**src/rtl/syn_lb_dec_pkg.sv**
```systemverilog
// syn_lb_dec_pkg: shared types and helpers for the parametrised local-bus decoder.
// Holds the FSM state encoding, the error-reason encoding used by the optional
// statistics counters, and the block-code width derivation.
package syn_lb_dec_pkg;

    // Transaction sequencer states
    typedef enum logic [1:0] {
        IDLE  = 2'd0,
        ISSUE = 2'd1,
        WAIT  = 2'd2,
        RESP  = 2'd3
    } lb_dec_st_t;

    // Why a response carries an error (ERR_NONE for a normal completion)
    typedef enum logic [1:0] {
        ERR_NONE  = 2'd0,
        ERR_UNMAP = 2'd1,
        ERR_TOUT  = 2'd2,
        ERR_DUAL  = 2'd3
    } lb_err_rsn_t;

    // Width of the statistics counters
    localparam int STAT_W = 16;

    // Block code occupies the address bits above the slave offset
    function automatic int code_w(input int lb_addr_w, input int slv_addr_w);
        return lb_addr_w - slv_addr_w;
    endfunction

endpackage

```
**src/rtl/syn_lb_dec_wdog.sv**
```systemverilog
// syn_lb_wdog: WAIT-state watchdog for the local-bus decoder.
// The timer is cleared while the strobe is issued and counts every WAIT cycle;
// expire_o flags the WAIT cycle in which the count reaches P_TIMEOUT.
module syn_lb_wdog #(
    parameter int P_TIMEOUT = 255
) (
    input  logic clk_ir,
    input  logic rst_il,
    input  logic clr_i,
    input  logic en_i,
    output logic expire_o
);

    localparam int TW = $clog2(P_TIMEOUT + 1);

    logic [TW-1:0] timer_q;
    logic [TW-1:0] timer_d;

    // Next timer value: clear wins over count
    always_comb begin
        timer_d = timer_q;
        if (clr_i) begin
            timer_d = '0;
        end else if (en_i) begin
            timer_d = timer_q + 1'b1;
        end
    end

    // Timer register with synchronous active-low reset
    always_ff @(posedge clk_ir) begin
        if (!rst_il) begin
            timer_q <= '0;
        end else begin
            timer_q <= timer_d;
        end
    end

    // This WAIT cycle is the one that brings the count up to P_TIMEOUT
    assign expire_o = en_i && (timer_q == TW'(P_TIMEOUT - 1));

endmodule

```
**src/rtl/syn_lb_dec_n.sv**
```systemverilog
// syn_lb_dec_n: registered, parametrised local-bus decoder.
// Splits lb_addr into a block code (upper bits) and a slave offset, strobes the
// selected slave, waits for its matching ack or a watchdog timeout, and returns
// a single response pulse. Unmapped codes, simultaneous wr/rd requests and
// timeouts answer with lb_err=1 (reads return P_ERR_DATA).
// Optional build macro SYN_LB_DEC_STATS_EN adds saturating timeout and
// unmapped/dual-strobe error counters (stat_tout_cnt, stat_unmap_cnt).
module syn_lb_dec_n
    import syn_lb_dec_pkg::*;
#(
    parameter int                     P_LB_DATA_W  = 32,
    parameter int                     P_LB_ADDR_W  = 12,
    parameter int                     P_SLV_ADDR_W = 8,
    parameter int                     P_NUM_SLV    = 4,
    parameter int                     P_TIMEOUT    = 255,
    parameter logic [P_LB_DATA_W-1:0] P_ERR_DATA   = 32'hDEAD_BEEF
) (
    input  logic                             clk_ir,
    input  logic                             rst_il,
    input  logic                             lb_wr_en,
    input  logic                             lb_rd_en,
    input  logic [P_LB_ADDR_W-1:0]           lb_addr,
    input  logic [P_LB_DATA_W-1:0]           lb_wr_data,
    output logic                             lb_wr_valid,
    output logic                             lb_rd_valid,
    output logic [P_LB_DATA_W-1:0]           lb_rd_data,
    output logic                             lb_err,
    output logic                             lb_busy,
    output logic [P_NUM_SLV-1:0]             slv_wr_en,
    output logic [P_NUM_SLV-1:0]             slv_rd_en,
    output logic [P_SLV_ADDR_W-1:0]          slv_addr,
    output logic [P_LB_DATA_W-1:0]           slv_wr_data,
    input  logic [P_NUM_SLV-1:0]             slv_wr_valid,
    input  logic [P_NUM_SLV-1:0]             slv_rd_valid,
    input  logic [P_NUM_SLV*P_LB_DATA_W-1:0] slv_rd_data
`ifdef SYN_LB_DEC_STATS_EN
    ,
    output logic [STAT_W-1:0]                stat_tout_cnt,
    output logic [STAT_W-1:0]                stat_unmap_cnt
`endif
);

    localparam int P_CODE_W = code_w(P_LB_ADDR_W, P_SLV_ADDR_W);

    lb_dec_st_t              state_q;
    logic                    type_q;      // 1 = read, 0 = write
    logic [P_CODE_W-1:0]     code_q;
    logic [P_SLV_ADDR_W-1:0] addr_q;
    logic [P_LB_DATA_W-1:0]  wdata_q;
    logic [P_NUM_SLV-1:0]    slv_wr_en_q;
    logic [P_NUM_SLV-1:0]    slv_rd_en_q;
    logic                    wr_valid_q;
    logic                    rd_valid_q;
    logic [P_LB_DATA_W-1:0]  rd_data_q;
    logic                    err_q;
    logic                    busy_q;

    logic [P_CODE_W-1:0]     req_code;
    logic                    req_one;
    logic                    req_dual;
    logic                    req_unmap;
    logic [P_NUM_SLV-1:0]    req_oh;
    logic                    slv_ack;
    logic [P_LB_DATA_W-1:0]  rd_sel;
    logic                    tout_exp;

    assign req_code  = lb_addr[P_LB_ADDR_W-1 -: P_CODE_W];
    assign req_one   = lb_wr_en ^ lb_rd_en;
    assign req_dual  = lb_wr_en & lb_rd_en;
    assign req_unmap = (32'(req_code) >= 32'(P_NUM_SLV));

    // Decode the incoming code to a strobe mask and pick the latched slave's ack/data
    always_comb begin
        req_oh  = '0;
        slv_ack = 1'b0;
        rd_sel  = '0;
        for (int i = 0; i < P_NUM_SLV; i++) begin
            if (req_code == P_CODE_W'(i)) begin
                req_oh[i] = 1'b1;
            end
            if (code_q == P_CODE_W'(i)) begin
                slv_ack = type_q ? slv_rd_valid[i] : slv_wr_valid[i];
                rd_sel  = slv_rd_data[i*P_LB_DATA_W +: P_LB_DATA_W];
            end
        end
    end

    syn_lb_wdog #(
        .P_TIMEOUT (P_TIMEOUT)
    ) u_wdog (
        .clk_ir   (clk_ir),
        .rst_il   (rst_il),
        .clr_i    (state_q == ISSUE),
        .en_i     (state_q == WAIT),
        .expire_o (tout_exp)
    );

    // Transaction sequencer: capture request, strobe slave, await ack or timeout, pulse response
    always_ff @(posedge clk_ir) begin
        if (!rst_il) begin
            state_q     <= IDLE;
            type_q      <= 1'b0;
            code_q      <= '0;
            addr_q      <= '0;
            wdata_q     <= '0;
            slv_wr_en_q <= '0;
            slv_rd_en_q <= '0;
            wr_valid_q  <= 1'b0;
            rd_valid_q  <= 1'b0;
            rd_data_q   <= '0;
            err_q       <= 1'b0;
            busy_q      <= 1'b0;
        end else begin
            slv_wr_en_q <= '0;
            slv_rd_en_q <= '0;
            wr_valid_q  <= 1'b0;
            rd_valid_q  <= 1'b0;
            err_q       <= 1'b0;
            case (state_q)
                IDLE: begin
                    if (req_dual) begin
                        // Ambiguous request: answer as an errored read, touch no slave
                        type_q     <= 1'b1;
                        rd_valid_q <= 1'b1;
                        err_q      <= 1'b1;
                        rd_data_q  <= P_ERR_DATA;
                        busy_q     <= 1'b1;
                        state_q    <= RESP;
                    end else if (req_one) begin
                        type_q  <= lb_rd_en;
                        code_q  <= req_code;
                        addr_q  <= lb_addr[P_SLV_ADDR_W-1:0];
                        wdata_q <= lb_wr_data;
                        busy_q  <= 1'b1;
                        if (req_unmap) begin
                            wr_valid_q <= lb_wr_en;
                            rd_valid_q <= lb_rd_en;
                            err_q      <= 1'b1;
                            if (lb_rd_en) begin
                                rd_data_q <= P_ERR_DATA;
                            end
                            state_q <= RESP;
                        end else begin
                            if (lb_rd_en) begin
                                slv_rd_en_q <= req_oh;
                            end else begin
                                slv_wr_en_q <= req_oh;
                            end
                            state_q <= ISSUE;
                        end
                    end
                end
                ISSUE: begin
                    state_q <= WAIT;
                end
                WAIT: begin
                    // An ack in the expiring cycle still counts as a good completion
                    if (slv_ack) begin
                        wr_valid_q <= ~type_q;
                        rd_valid_q <= type_q;
                        if (type_q) begin
                            rd_data_q <= rd_sel;
                        end
                        state_q <= RESP;
                    end else if (tout_exp) begin
                        wr_valid_q <= ~type_q;
                        rd_valid_q <= type_q;
                        err_q      <= 1'b1;
                        if (type_q) begin
                            rd_data_q <= P_ERR_DATA;
                        end
                        state_q <= RESP;
                    end
                end
                RESP: begin
                    busy_q  <= 1'b0;
                    state_q <= IDLE;
                end
                default: begin
                    busy_q  <= 1'b0;
                    state_q <= IDLE;
                end
            endcase
        end
    end

    assign lb_wr_valid = wr_valid_q;
    assign lb_rd_valid = rd_valid_q;
    assign lb_rd_data  = rd_data_q;
    assign lb_err      = err_q;
    assign lb_busy     = busy_q;
    assign slv_wr_en   = slv_wr_en_q;
    assign slv_rd_en   = slv_rd_en_q;
    assign slv_addr    = addr_q;
    assign slv_wr_data = wdata_q;

`ifdef SYN_LB_DEC_STATS_EN
    lb_err_rsn_t       err_rsn_d;
    lb_err_rsn_t       err_rsn_q;
    logic [STAT_W-1:0] tout_cnt_q;
    logic [STAT_W-1:0] unmap_cnt_q;

    // Classify the error that the upcoming RESP cycle will report
    always_comb begin
        err_rsn_d = ERR_NONE;
        if (state_q == IDLE) begin
            if (req_dual) begin
                err_rsn_d = ERR_DUAL;
            end else if (req_one && req_unmap) begin
                err_rsn_d = ERR_UNMAP;
            end
        end else if (state_q == WAIT) begin
            if (!slv_ack && tout_exp) begin
                err_rsn_d = ERR_TOUT;
            end
        end
    end

    // Saturating error counters, bumped once per errored RESP cycle
    always_ff @(posedge clk_ir) begin
        if (!rst_il) begin
            err_rsn_q   <= ERR_NONE;
            tout_cnt_q  <= '0;
            unmap_cnt_q <= '0;
        end else begin
            err_rsn_q <= err_rsn_d;
            if (state_q == RESP) begin
                if (err_rsn_q == ERR_TOUT && tout_cnt_q != '1) begin
                    tout_cnt_q <= tout_cnt_q + 1'b1;
                end
                if ((err_rsn_q == ERR_UNMAP || err_rsn_q == ERR_DUAL) && unmap_cnt_q != '1) begin
                    unmap_cnt_q <= unmap_cnt_q + 1'b1;
                end
            end
        end
    end

    assign stat_tout_cnt  = tout_cnt_q;
    assign stat_unmap_cnt = unmap_cnt_q;
`endif

endmodule

```
**config.mk**
```make
export PLATFORM = sky130hd
export DESIGN_NAME = syn_lb_dec_n
export DESIGN_NICKNAME = d
export VERILOG_FILES = /design/src/rtl/syn_lb_dec_pkg.sv /design/src/rtl/syn_lb_dec_wdog.sv /design/src/rtl/syn_lb_dec_n.sv
export SDC_FILE = /design/constraint.sdc
export NUM_CORES = 1
export LEC_CHECK = 0
export CORE_ASPECT_RATIO = 0.75
export CORE_MARGIN = 2
export CORE_UTILIZATION = 25
export DETAILED_ROUTE_END_ITERATION = 10
export PLACE_DENSITY = 0.57
export SYNTH_ARGS = -nofsm -noshare
export SYNTH_HDL_FRONTEND = slang
export SYNTH_SLANG_ARGS = --single-unit
```
**constraint.sdc**
```tcl
create_clock -name clk_ir -period 2.37 [get_ports clk_ir]
set_input_delay 0.237 -clock clk_ir [delete_from_list [all_inputs] [get_ports clk_ir]]
set_output_delay 0.237 -clock clk_ir [all_outputs]
set_load 0.02 [all_outputs]
```
==> metrics.txt <==
# TYPE chip_impl_metric gauge
chip_impl_metric{name="final.period_utilization",unit=""} 0.921
chip_impl_metric{name="synth.cell_area",unit="sq mm"} 0.00469
chip_impl_metric{name="drcViolationCount",unit=""} 0
chip_impl_metric{name="die_height",unit="microns"} 123
chip_impl_metric{name="synth.net_count",unit=""} 674
chip_impl_metric{name="cts-buffers-inserted",unit=""} 9
chip_impl_metric{name="groute.usage.overall",unit=""} 0.153
chip_impl_metric{name="leakage_power_total",unit="nW"} 2.86
chip_impl_metric{name="drive_gt1_frac",unit=""} 0.0993
chip_impl_metric{name="initial_utilization",unit=""} 0.254
chip_impl_metric{name="finish.net_count",unit=""} 932
chip_impl_metric{name="syn_area_per_cell",unit="sq um"} 9.73
chip_impl_metric{name="finClkSkew",unit="ns"} 0.0108
chip_impl_info{name="clock_tree.root_cell",value="clkbuf_16"} 1
chip_impl_info{name="final_common_cell",value="clkdlybuf4s50_1"} 1
chip_impl_metric{name="timing.critical_path.fanout_max",unit=""} 24
chip_impl_metric{name="cts_hold_repair.buffers",unit=""} 0
chip_impl_metric{name="critPathArrivalTime",unit="ns"} 2.47
chip_impl_metric{name="drt_iter0_markers",unit=""} 191
chip_impl_metric{name="worst_ir_drop_vdd",unit="uV"} 376
chip_impl_metric{name="grt_pass1_vias",unit=""} 4674
chip_impl_info{name="outcome",value="complete, no violations"} 1
chip_impl_metric{name="powerDensity",unit="mW/mm^2"} 896
chip_impl_metric{name="ctsHtreeMaxLevel",unit=""} 3
chip_impl_info{name="critical_path.startpoint_type",value="register"} 1
chip_impl_info{name="cp_startpoint",value="state_q[0]$_SDFFE_PN0P_"} 1
chip_impl_metric{name="post_synthesis_cells",unit=""} 482
chip_impl_metric{name="antennaDiodeCount",unit=""} 0
chip_impl_metric{name="hold_viol_final",unit=""} 0
chip_impl_metric{name="postLayoutCoreUtil",unit=""} 0.434
chip_impl_metric{name="preCtsSetupSlack",unit="ns"} -0.00139
chip_impl_metric{name="fillCellCount",unit=""} 1741
chip_impl_metric{name="finalWeightedCongestion",unit=""} 0.777
chip_impl_metric{name="vias",unit=""} 4582
chip_impl_metric{name="syn_to_final_growth",unit="%"} 70.9
chip_impl_metric{name="fp.dieArea",unit="sq mm"} 0.0199
chip_impl_info{name="worst_hold_path_startpoint",value="lb_wr_data[0]"} 1
chip_impl_metric{name="clock-sinks",unit=""} 99
chip_impl_metric{name="routed_wl",unit="microns"} 15200
chip_impl_metric{name="clkLatencyLatePin",unit="ns"} 0.35
chip_impl_metric{name="floorplan.core_area",unit="sq mm"} 0.0185
chip_impl_metric{name="ios",unit=""} 268
chip_impl_metric{name="dr.pass1.iters",unit=""} 4
chip_impl_metric{name="path_clk_slew",unit="ns"} 0.07
chip_impl_metric{name="wire_length_of_the_first_global_routing_pass",unit="microns"} 24000
chip_impl_info{name="min_delay_path_class",value="in -> reg"} 1
chip_impl_info{name="crit-reg2reg-launch",value="state_q[0]$_SDFFE_PN0P_"} 1
chip_impl_metric{name="maximum_clock_frequency",unit="MHz"} 458
chip_impl_metric{name="yosys_register_bits",unit=""} 99
chip_impl_metric{name="setup_violations",unit=""} 0
chip_impl_info{name="grt_setup_unrepaired",value="false"} 1
chip_impl_metric{name="pin_count_of_the_biggest_net_entering_global_routing",unit=""} 48
chip_impl_metric{name="fin_crit",unit="ns"} 2.18
chip_impl_metric{name="drv_cap",unit=""} 0
chip_impl_metric{name="yosysSeqAreaShare",unit=""} 0.423
chip_impl_info{name="final_cell_mix",value="267 x clkdlybuf4s50_1, 105 x nand2_1, 97 x dfxtp_1"} 1
chip_impl_metric{name="initial_antenna_violation_count",unit=""} 0
chip_impl_metric{name="worst_margin_pin_slew",unit="ns"} 0.506
chip_impl_metric{name="grt_overflow_total",unit=""} 0
chip_impl_metric{name="cts_buffer_depth",unit=""} 2
chip_impl_metric{name="final_antenna_net_count",unit=""} 0
chip_impl_metric{name="cts-resized-gates",unit=""} 0
chip_impl_metric{name="report.final.slew_viol_count",unit=""} 0
chip_impl_metric{name="postSynth.asyncResetShare",unit=""} 0
chip_impl_metric{name="netlist-cell-type-count",unit=""} 45
chip_impl_metric{name="cp_data_required_time",unit="ns"} 2.66
chip_impl_metric{name="synth_enable_flop_cells",unit=""} 0
chip_impl_metric{name="numPortBuffers",unit=""} 267
chip_impl_metric{name="ys_warn_count",unit=""} 0
chip_impl_metric{name="routedWlPerCell",unit="microns"} 15.3
chip_impl_metric{name="row_count",unit=""} 43
chip_impl_info{name="crit_type",value="reg -> reg"} 1
chip_impl_metric{name="dp_hpwl",unit="microns"} 12000
chip_impl_metric{name="worst_slack",unit="ns"} 0.187
chip_impl_info{name="ys_dominant_reg_cell",value="dfxtp_1"} 1
chip_impl_info{name="tritoncts",value="done"} 1
chip_impl_metric{name="critical-path-max-stage-delay",unit="ns"} 0.43
chip_impl_info{name="critical-path-slowest-cell",value="or3b_1"} 1
chip_impl_metric{name="post-layout-total-power",unit="W"} 0.00718
chip_impl_metric{name="dieWidth",unit="microns"} 162
chip_impl_metric{name="cts_setup_buffers",unit=""} 0
chip_impl_info{name="path_cells",value="inv_1, ha_1, nand2b_1, o221ai_1, or3b_1, o211ai_2, buf_12, o221a_1"} 1
chip_impl_info{name="setup.worst_path.end_class",value="register"} 1
chip_impl_metric{name="vias_per_cell",unit=""} 4.62
chip_impl_metric{name="timing.slew.headroom",unit=""} 0.663
-- synthesized netlist by cell type, drive strengths merged (2+ instances only) --
library cell  instances  area share
and2                 25       0.033
o221ai                2      0.0037
a21oi                50       0.053
nor3                  2      0.0021
clkbuf               25       0.020
mux4                 32        0.15
o21a                  3      0.0048
ha                    8       0.021
nor2                 18       0.016
or3                   3      0.0040
o21ai                 4      0.0051
inv                  16       0.013
o221a                26       0.062
xor2                  4      0.0075
mux2i                 5       0.011
dfxtp                99        0.42
o22ai                10       0.015
nand2b                7      0.0093
buf                  13       0.019
or2                   3      0.0040
nand2               105       0.084
a32oi                 2      0.0037
nand4                 6      0.0080
-- report_power, final --
part	total (W)	switching (W)	leakage, nW	internal [W]
combinational	0.00321	0.00155	1.88	0.00166
sequential	0.00227	0.000233	0.813	0.00204
clock	0.00169	0.000624	0.170	0.00107
total	0.00718	0.00241	2.86	0.00477
-- state kept, by name (all words and copies together), names as in the netlist, 2 cells and up --
signal,cells
lb_rd_data,32
slv_wr_data,32
slv_addr,8
u_wdog.timer_q,8
code_q,4
slv_rd_en,4
slv_wr_en,4
state_q,2
-- logic make-up after synthesis --
| logic type | after synthesis | synth area share |
|---|---|---|
| xor gates and xnor gates | 5 | 0.00934 |
| DFF | 99 | 0.423 |
| adders and majority gates | 8 | 0.0213 |
| and+or+nand+nor | 175 | 0.169 |
| AOI/OAI and AO/OA | 104 | 0.161 |
| buffers and inverters | 54 | 0.0518 |
| muxes | 37 | 0.164 |
-- path summary, 6_finish.rpt --
check                                     end  slack (ns)  depth (start not counted)
hold / removal    slv_wr_data[0]$_SDFFE_PN0P_        0.44                          3
setup reg to reg   lb_rd_data[3]$_SDFFE_PN0P_        0.19                          8
setup / recovery   lb_rd_data[3]$_SDFFE_PN0P_        0.19                          8
hold reg to reg      slv_addr[6]$_SDFFE_PN0P_        0.45                          2
-- critical path, delay by kind of cell, from the launching register on --
family	cells	cell delay, ns
flip-flops	1	0.40
AO/OA/AOI/OAI	3	0.52
buffers and inverters	2	0.29
adder cells (fa/ha/maj)	1	0.30
AND/OR/NAND/NOR	2	0.61
-- area by class of cell --
type / count / area, sq um / share of cell area
Inverter: 16 / 60.1 / 0.00749
Multi-Input combinational cell: 329 / 2460 / 0.308
Clock inverter: 5 / 108 / 0.0134
Tap cell: 247 / 309 / 0.0386
Clock buffer: 11 / 243 / 0.0303
Sequential cell: 99 / 1980 / 0.248
Timing Repair Buffer: 285 / 2850 / 0.355
-- stage by stage --
step	TNS [ns]	instance area [sq um]	hold slack, ns	cells
final	0	8010	0.436	992
after global routing	0	8010	0.429	992
after CTS	0	8010	0.419	992
after detailed placement	-0.00139	7660	0.446	976
after global placement	0	7660	0.442	976
after floorplan	0	4690	0.314	482
-- metal layers --
metal / track usage / vias up / share of wire
li1: - / 2234 / -
met1: 0.183 / 2173 / 0.42
met2: 0.269 / 160 / 0.50
met3: 0.0446 / 15 / 0.072
met4: 0.0454 / 0 / 0.014
met5: 0 / - / 0
Note: power is estimated with default switching activity, not from simulation.
